--- config.mk ---
export PLATFORM = sky130hd
export DESIGN_NAME = alu_issue_stage
export DESIGN_NICKNAME = d
export VERILOG_FILES = /design/src/rtl/alu_issue_stage.sv
export SDC_FILE = /design/constraint.sdc
export NUM_CORES = 1
export LEC_CHECK = 0
export ABC_AREA = 1
export BUFFER_PORTS_ARGS = -buffer_cell sky130_fd_sc_hd__buf_2
export CAP_MARGIN = 20
export CORE_MARGIN = 1
export CORE_UTILIZATION = 40
export DETAILED_ROUTE_END_ITERATION = 8
export PLACE_DENSITY = 0.7
export REMOVE_ABC_BUFFERS = 1
export SLEW_MARGIN = 20
export SYNTH_ARGS = -nofsm -noshare
export SYNTH_HDL_FRONTEND = slang
export SYNTH_SLANG_ARGS = --single-unit
--- constraint.sdc ---
create_clock -name clk -period 3.8 [get_ports clk]
set_input_delay 0.76 -clock clk [delete_from_list [all_inputs] [get_ports clk]]
set_output_delay 0.76 -clock clk [all_outputs]
set_load 0.01 [all_outputs]
--- src/rtl/alu_issue_stage.sv ---
// Registered issue (EX) and writeback (WB) stage around the combinational alu_advanced datapath.
// Holds the architectural status flags and forwards C so carry chains need no bubbles.
module alu_issue_stage #(
  parameter int unsigned DATA_W = 32,
  parameter int unsigned OPC_W  = 5
) (
  input  logic              clk,
  input  logic              rst_n,
  // Command channel
  input  logic              cmd_valid,
  output logic              cmd_ready,
  input  logic [OPC_W-1:0]  cmd_opcode,
  input  logic [DATA_W-1:0] cmd_a,
  input  logic [DATA_W-1:0] cmd_b,
  input  logic [1:0]        cmd_cin_sel,
  input  logic              cmd_setflags,
  // ALU drive and return
  output logic [DATA_W-1:0] alu_a,
  output logic [DATA_W-1:0] alu_b,
  output logic [OPC_W-1:0]  alu_opcode,
  output logic              alu_cin,
  input  logic [DATA_W-1:0] alu_result,
  input  logic [3:0]        alu_flags,
  // Response channel
  output logic              rsp_valid,
  input  logic              rsp_ready,
  output logic [DATA_W-1:0] rsp_result,
  output logic [3:0]        rsp_flags,
  // Status
  output logic [3:0]        status_flags,
  input  logic              status_clr,
  output logic [15:0]       op_count
);

  localparam int unsigned FlagC = 2;

  // EX stage
  logic              ex_valid_q, ex_valid_d;
  logic              ex_setflags_q, ex_setflags_d;
  logic [DATA_W-1:0] alu_a_q, alu_a_d;
  logic [DATA_W-1:0] alu_b_q, alu_b_d;
  logic [OPC_W-1:0]  alu_opcode_q, alu_opcode_d;
  logic              alu_cin_q, alu_cin_d;

  // WB stage and architectural state
  logic              rsp_valid_q, rsp_valid_d;
  logic [DATA_W-1:0] rsp_result_q, rsp_result_d;
  logic [3:0]        rsp_flags_q, rsp_flags_d;
  logic [3:0]        status_q, status_d;
  logic [15:0]       op_count_q, op_count_d;

  logic wb_free;
  logic ex_adv;
  logic cmd_acc;
  logic ex_writes_flags;
  logic carry_src;
  logic sel_cin;

  // Handshake
  always_comb begin
    wb_free         = !rsp_valid_q || rsp_ready;
    ex_adv          = ex_valid_q && wb_free;
    cmd_ready       = !ex_valid_q || wb_free;
    cmd_acc         = cmd_valid && cmd_ready;
    ex_writes_flags = ex_adv && ex_setflags_q;
  end

  // Carry source is the C value status_flags will hold after this edge, so a dependent
  // command sees the result of the op retiring in the same cycle.
  always_comb begin
    carry_src = status_q[FlagC];
    if (status_clr) begin
      carry_src = 1'b0;
    end else if (ex_writes_flags) begin
      carry_src = alu_flags[FlagC];
    end
  end

  always_comb begin
    sel_cin = 1'b0;
    case (cmd_cin_sel)
      2'b00:   sel_cin = 1'b0;
      2'b01:   sel_cin = 1'b1;
      2'b10:   sel_cin = carry_src;
      default: sel_cin = ~carry_src;
    endcase
  end

  // EX next state
  always_comb begin
    ex_valid_d    = ex_valid_q;
    ex_setflags_d = ex_setflags_q;
    alu_a_d       = alu_a_q;
    alu_b_d       = alu_b_q;
    alu_opcode_d  = alu_opcode_q;
    alu_cin_d     = alu_cin_q;
    if (cmd_acc) begin
      ex_valid_d    = 1'b1;
      ex_setflags_d = cmd_setflags;
      alu_a_d       = cmd_a;
      alu_b_d       = cmd_b;
      alu_opcode_d  = cmd_opcode;
      alu_cin_d     = sel_cin;
    end else if (ex_adv) begin
      ex_valid_d = 1'b0;
    end
  end

  // WB next state
  always_comb begin
    rsp_valid_d  = rsp_valid_q;
    rsp_result_d = rsp_result_q;
    rsp_flags_d  = rsp_flags_q;
    op_count_d   = op_count_q;
    if (ex_adv) begin
      rsp_valid_d  = 1'b1;
      rsp_result_d = alu_result;
      rsp_flags_d  = alu_flags;
      op_count_d   = op_count_q + 16'd1;
    end else if (rsp_ready) begin
      rsp_valid_d = 1'b0;
    end
  end

  // Clear wins over a simultaneous flag write
  always_comb begin
    status_d = status_q;
    if (status_clr) begin
      status_d = 4'b0000;
    end else if (ex_writes_flags) begin
      status_d = alu_flags;
    end
  end

  always_ff @(posedge clk or negedge rst_n) begin
    if (!rst_n) begin
      ex_valid_q    <= 1'b0;
      ex_setflags_q <= 1'b0;
      alu_a_q       <= '0;
      alu_b_q       <= '0;
      alu_opcode_q  <= '0;
      alu_cin_q     <= 1'b0;
      rsp_valid_q   <= 1'b0;
      rsp_result_q  <= '0;
      rsp_flags_q   <= 4'b0000;
      status_q      <= 4'b0000;
      op_count_q    <= 16'd0;
    end else begin
      ex_valid_q    <= ex_valid_d;
      ex_setflags_q <= ex_setflags_d;
      alu_a_q       <= alu_a_d;
      alu_b_q       <= alu_b_d;
      alu_opcode_q  <= alu_opcode_d;
      alu_cin_q     <= alu_cin_d;
      rsp_valid_q   <= rsp_valid_d;
      rsp_result_q  <= rsp_result_d;
      rsp_flags_q   <= rsp_flags_d;
      status_q      <= status_d;
      op_count_q    <= op_count_d;
    end
  end

  always_comb begin
    alu_a        = alu_a_q;
    alu_b        = alu_b_q;
    alu_opcode   = alu_opcode_q;
    alu_cin      = alu_cin_q;
    rsp_valid    = rsp_valid_q;
    rsp_result   = rsp_result_q;
    rsp_flags    = rsp_flags_q;
    status_flags = status_q;
    op_count     = op_count_q;
  end

endmodule
# After elaboration in Yosys (flattened, before gate mapping)
# Cells that the tools add are included.
word_totals:
  ramBits: 0
  elab_cells: 35
  mem_count: 0
  latch_bits: 0
  ff_bits: 129
  out_inout_bits: 128
  in_bits: 113
  mem_bits_ro: 0
classes:
  n_reduce_logical: 11
  div_mod_pow: 0
  n_addsub: 1
  muxes: 9
  magnitude_cmp: 0
  n_bitwise: 1
  n_mul: 0
  n_eq_ne: 2
  n_shift: 0
op_table:
  columns: ["operator", "count"]
  rows:
  - ["$add A16 B1 Y16 const B", 1]
  - ["$mux W4", 2]
  - ["$mux W1", 6]
  - ["$reduce_bool A2 Y1", 3]
  - ["$logic_and A1 B1 Y1", 3]
  - ["$pmux W1 S3", 1]
  - ["$eq A2 B1 Y1 const B", 1]
  - ["$eq A2 B2 Y1 const B", 1]
  - ["$logic_not A1 Y1", 2]
  - ["$logic_not A2 Y1", 1]
  - ["$logic_or A1 B1 Y1", 2]
  - ["$not A1 Y1", 1]

# Longest topological paths before layout
# Gate-level depths: netlist of the first run.
logic_depth:
  depth_word: 8
  mapped_depth: 8
  ltp_nobuf: 8

# Worst setup path after synthesis of the first run
# No wires, ideal clock.
synth_path:
  kind: "input port to output port"
  start: "input rsp_ready"
  end: "output cmd_ready"
  slack_ps: 2117
  t_arrival_ps: 923
  required_time_ps: 3040
  path_stages: 2
  n_path_buf: 0
  path_cell_list: "inv_2 > nand3_2"
synth_via:
  elab_chain_len: 2
synth_lines:
  columns: ["element", "line", "rtl"]
  rows:
  - ["start, declared", "26", "input logic rsp_ready,"]
  - ["$logic_or A1 B1 Y1", "61", "wb_free = !rsp_valid_q || rsp_ready;"]
  - ["$logic_or A1 B1 Y1", "63", "cmd_ready = !ex_valid_q || wb_free;"]
  - ["end, declared", "11", "output logic cmd_ready,"]
# No other way between the ends.

# Final worst setup path of the first run
# Same ends and word-level chain as after synthesis.

==> out/metrics.yaml, run 1 <==
routing:
  dr.pass1.iters: 5
  viasPerCell: 4.46
  wire_per_inst_um: 12.7
  ant_nets: 0
  wirelength_um: 13100
  drc: 0
  drt_iter0_drc: 207
  vias: 4583
final_layout:
  nNetsFinal: 958
  final_common_cell: "nand2_1"
  regArea_um2: 3230
  fin_area_um2: 7160
  fin_cells: 1028
  final_cell_mix: "358 x nand2_1, 239 x buf_2, 129 x dfrtp_1"
  drive_above_1_share: 0.336
  multi_input_area_um2: 1770
  area_growth_pct: 35.1
  fin_util: 0.560
  fillers: 1192
  antenna-diode-count: 0
floorplan:
  core-area_um2: 12800
  die_area_um2: 13700
  die_y_um: 117
  start_util: 0.415
  placementRows: 41
  io_pins: 241
  dieWidth_um: 117
worst_setup_path:
  crit_family: "buffers and inverters"
  startpoint_type: "input port"
  path_buf_inv: 3
  cp-end-kind: "output pin"
  reg2regPathDepth: 6
  rrSetupSlack_ps: 2020
  cp_common_cell: "buf_2"
  path_cells: "buf_2 > inv_2 > nand3_2 > buf_2"
  path_max_fanout: 3
  cp_slowest_stage_delay_ps: 170
  crit_required_ps: 3040
  critPathArrivalTime_ps: 1190
  slowest_stage: "buf_2"
  cp.depth: 4
  path_class: "input port to output pin"
power_and_ir_drop:
  p_per_area_nw_per_um2: 600
  ir_drop_mv: 0.296
  total_power_mw: 4.30
  p_leak_nw: 4.20
timing:
  max_freq_mhz: 513
  worst_pin_slew_ps: 930
  hold_ws_ps: 378
  drv_slew: 0
  fin_setup_tns_ps: 0
  final-hold-violation-count: 0
  layout_worst_path_cycle_share: 0.513
  rsz0062_at_grt: "false"
  slew_headroom: 0.379
  fin_ws_ps: 1850
  setup_violations: 0
  fin_skew_ps: 7.44
  fin_crit_ps: 1950
placement:
  dp_hpwl_um: 9160
  placed_cell_area_um2: 6560
  place_congestion: 0.770
  dp.cells: 997
  portBuffers: 240
  place_ws_ps: 1570
clock_network:
  cts_setup_buffers: 0
  cts.htree.levels: 4
  cts_inserted_buffers: 17
  cts_buffer_depth: 2
  cts-resized-gates: 0
  clk_pin_slew_worst_paths_ps: 50
  cts-root-buf: "clkbuf_16"
  hold_buffers: 0
  clock_latency_ps: 410
  cts_sinks: 129
  cts_tree: "yes"
logic_synthesis:
  synth_top_area_frac: 0.609
  ys_warn_count: 0
  avgSynthCellArea_um2: 8.79
  ys_async_sr_fraction: 1.00
  synth_area_leaders: "dfrtp_1 61%, nand2_1 25%, buf_6 2.8%, nor2_1 1.6%, inv_1 1.4%"
  synth_flop_cell: "dfrtp_1"
  ys_seq_elements: 129
  syn_area_um2: 5300
  synth-edff-count: 0
  ys_types: 23
  netlist_instances: 603
  synth_area_leader_cell: "dfrtp_1"
  seq_area_frac_synth: 0.609
grt:
  overflow: 0
  grt_max_degree: 75
  antenna_found_initial: 0
  grtUsageTotal: 0.197
  grt_pass1_wl_um: 20000
  grt_pass1_vias: 4183
hold_path:
  hp-class: "input port to async pin"
outcome:
  status: "completed"
job:
  drv_cap: 0
==> final cells by class <==
| type | instances | share of cell area |
|---|---|---|
| multi-input cells | 429 | 0.247 |
| clock buffers | 26 | 0.0697 |
| inverters | 22 | 0.0122 |
| flip-flops and latches | 129 | 0.451 |
| well taps | 172 | 0.0301 |
| repair buffers | 245 | 0.176 |
| clock inverters | 5 | 0.0140 |
==> cell usage after synthesis, types with 2 or more instances <==
library cell / n
inv_1: 20
buf_4: 6
nand3_1: 9
xor2_1: 5
o21ai_0: 5
buf_6: 13
buf_2: 4
a21oi_1: 4
xnor2_1: 4
nand4_1: 4
nor2_1: 22
nand2_2: 10
nand2_1: 358
nand3_2: 2
dfrtp_1: 129
==> sequential cells by signal, indices dropped and copies added, names as in the netlist <==
register / count
ex_valid_q: 1
alu_opcode: 5
alu_cin: 1
alu_b: 32
op_count: 16
rsp_flags: 4
ex_setflags_q: 1
rsp_result: 32
status_flags: 4
rsp_valid: 1
alu_a: 32
==> power by group <==
group	switching, mW	internal, mW	leakage [nW]	total [mW]
Clock	0.547	1.10	0.294	1.64
Combinational	0.531	0.348	2.31	0.879
Sequential	0.156	1.62	1.60	1.78
Total	1.23	3.06	4.20	4.30
==> path summary, 6_finish.rpt <==
| path | startpoint | end |
|---|---|---|
| hold / removal | rst_n | rsp_result[26]$_DFFE_PN0N_ |
| min in group clk | alu_b[20]$_DFFE_PN0P_ | alu_b[20]$_DFFE_PN0P_ |
| setup / recovery | rsp_ready | cmd_ready |
| hold reg to reg | alu_b[20]$_DFFE_PN0P_ | alu_b[20]$_DFFE_PN0P_ |
| max in group asynchronous | rst_n | alu_a[16]$_DFFE_PN0P_ |
| setup reg to reg | rsp_valid$_DFFE_PN0P_ | op_count[12]$_DFFE_PN0N_ |
==> cells by family (layout without fill, tap and decap cells) <==
family          after synthesis  after routing  synth area share
simple gates                408            408             0.306
flops                       129            129             0.609
buf+inv                      45            298            0.0564
compound gates               11             11            0.0111
xor+xnor                      9              9            0.0149
fa+ha+maj                     1              1           0.00236
==> metal layers <==
| metal | wire [µm] | GRT usage | vias to the layer above |
|---|---|---|---|
| li1 | - | - | 2305 |
| met1 | 5600 | 0.229 | 2072 |
| met2 | 6010 | 0.316 | 195 |
| met3 | 1340 | 0.0932 | 11 |
| met4 | 110 | 0.0734 | 0 |
| met5 | 0 | 0 | - |
(Power assumes the default switching activity.)
==> run 2: changes to the inputs <==
clock period = 1.97 ns   (was 3.8 ns; I/O delays follow)
==> out/metrics.yaml, run 2 (same netlist as run 1, synthesis figures left out) <==
routing:
  drt_iter0_drc: 232
  viasPerCell: 4.52
  dr.pass1.iters: 4
  wirelength_um: 13400
  vias: 4662
  ant_nets: 0
  drc: 0
  wire_per_inst_um: 13.0
final_layout:
  nNetsFinal: 961
  multi_input_area_um2: 1770
  antenna-diode-count: 0
  fin_util: 0.568
  final_common_cell: "nand2_1"
  area_growth_pct: 36.9
  final_cell_mix: "358 x nand2_1, 239 x buf_2, 129 x dfrtp_1"
  fin_cells: 1032
  drive_above_1_share: 0.344
  regArea_um2: 3230
  fillers: 1146
timing:
  hold_ws_ps: 177
  layout_worst_path_cycle_share: 0.776
  fin_ws_ps: 442
  drv_slew: 0
  rsz0062_at_grt: "false"
  final-hold-violation-count: 0
  slew_headroom: 0.646
  max_freq_mhz: 654
  setup_violations: 0
  fin_crit_ps: 1530
  worst_pin_slew_ps: 531
  fin_skew_ps: 7.17
floorplan:
  dieWidth_um: 117
  die_area_um2: 13700
  core-area_um2: 12800
  die_y_um: 117
  placementRows: 41
  start_util: 0.415
  io_pins: 241
worst_setup_path:
  cp_slowest_stage_delay_ps: 430
  slowest_stage: "dfrtp_1"
  path_buf_inv: 1
  startpoint_type: "register"
  reg2regPathDepth: 8
  cp.depth: 2
  r2r_end: "op_count[12]$_DFFE_PN0N_"
  path_cells: "nand3_2 > buf_2"
  crit_family: "flip-flops"
  cp-endpoint: "cmd_ready"
  cp-end-kind: "output pin"
  crit_required_ps: 1580
  path_max_fanout: 5
  r2r_start: "op_count[1]$_DFFE_PN0N_"
  critPathArrivalTime_ps: 1130
  cp-startpoint: "ex_valid_q$_DFFE_PN0P_"
  rrSetupSlack_ps: 530
  path_class: "register to output pin"
grt:
  overflow: 0
  grtUsageTotal: 0.200
  antenna_found_initial: 0
  grt_max_degree: 72
  grt_pass1_wl_um: 20600
  grt_pass1_vias: 4313
clock_network:
  cts_buffer_depth: 2
  cts.htree.levels: 4
  clock_latency_ps: 410
  cts-root-buf: "clkbuf_16"
  clk_pin_slew_worst_paths_ps: 60
  cts_inserted_buffers: 17
  cts_sinks: 129
  cts_tree: "yes"
  cts-resized-gates: 0
outcome:
  status: "completed"
power_and_ir_drop:
  p_per_area_nw_per_um2: 1170
  ir_drop_mv: 0.623
  p_leak_nw: 4.24
  total_power_mw: 8.48
job:
  drv_cap: 0
placement:
  dp.cells: 999
  dp_hpwl_um: 9370
  portBuffers: 240
  place_ws_ps: 438
  place_congestion: 0.818
hold_path:
  hp-class: "input port to register"
## run 2: cell count changes in the layout (fill, tap and decap cells not counted)
cell           change
buf_12             +3
buf_4              -1
bufinv_16          +1
clkbuf_1           -5
clkbuf_8           -4
clkinv_2           +1
clkinv_4           +3
clkinvlp_4         +1
dlygate4sd3_1      +1
inv_6              +4
## run 2: per-stage QoR
stage,instance area [µm²],setup TNS [ps]
global placement,6610,0
detailed placement,6610,0
global route,7250,0
finish,7250,0
floorplan,5090,-286
CTS,7250,0
## run 2: cell type report
| type | count | share of cell area |
|---|---|---|
| Clock inverter | 15 | 0.0281 |
| Sequential cell | 129 | 0.445 |
| Timing Repair Buffer | 248 | 0.182 |
| Clock buffer | 17 | 0.0587 |
| Tap cell | 172 | 0.0297 |
| Multi-Input combinational cell | 429 | 0.244 |
| Inverter | 22 | 0.0121 |
## run 2: layer usage
layer,global-route usage,share of wire,vias up,wire length (µm)
li1,-,-,2313,-
met1,0.246,0.43,2141,5780
met2,0.320,0.46,194,6150
met4,0.0565,0.0098,0,131
met5,0,0,-,0
met3,0.0875,0.099,14,1330
## run 2: timing repair
action                                 CTS  global route
hold buffers                             1             0
endpoints found under the hold margin   22             0
setup buffers                            0             0
## run 2: report_power, final
group / switching (mW) / internal [mW] / total (mW)
Clock: 1.21 / 2.13 / 3.34
Combinational: 1.02 / 0.692 / 1.71
Sequential: 0.305 / 3.12 / 3.43
## run 2: worst min-delay path, cell delays in order
cell and delay, ps:
buf_2 70, nand2_1 40, nand2_1 40
## run 2: worst min path at each step
stage	startpoint	end	cells past startpoint
6_report	cmd_a[25]	alu_a[25]$_DFFE_PN0P_	3
5_1_grt	alu_result[25]	rsp_result[25]$_DFFE_PN0N_	3
4_1_cts	cmd_a[23]	alu_a[23]$_DFFE_PN0P_	3
3_5_place_dp	rst_n	rsp_result[31]$_DFFE_PN0N_	1
3_3_place_gp	rst_n	rsp_result[26]$_DFFE_PN0N_	1
2_1_floorplan	rst_n	alu_a[0]$_DFFE_PN0P_	0
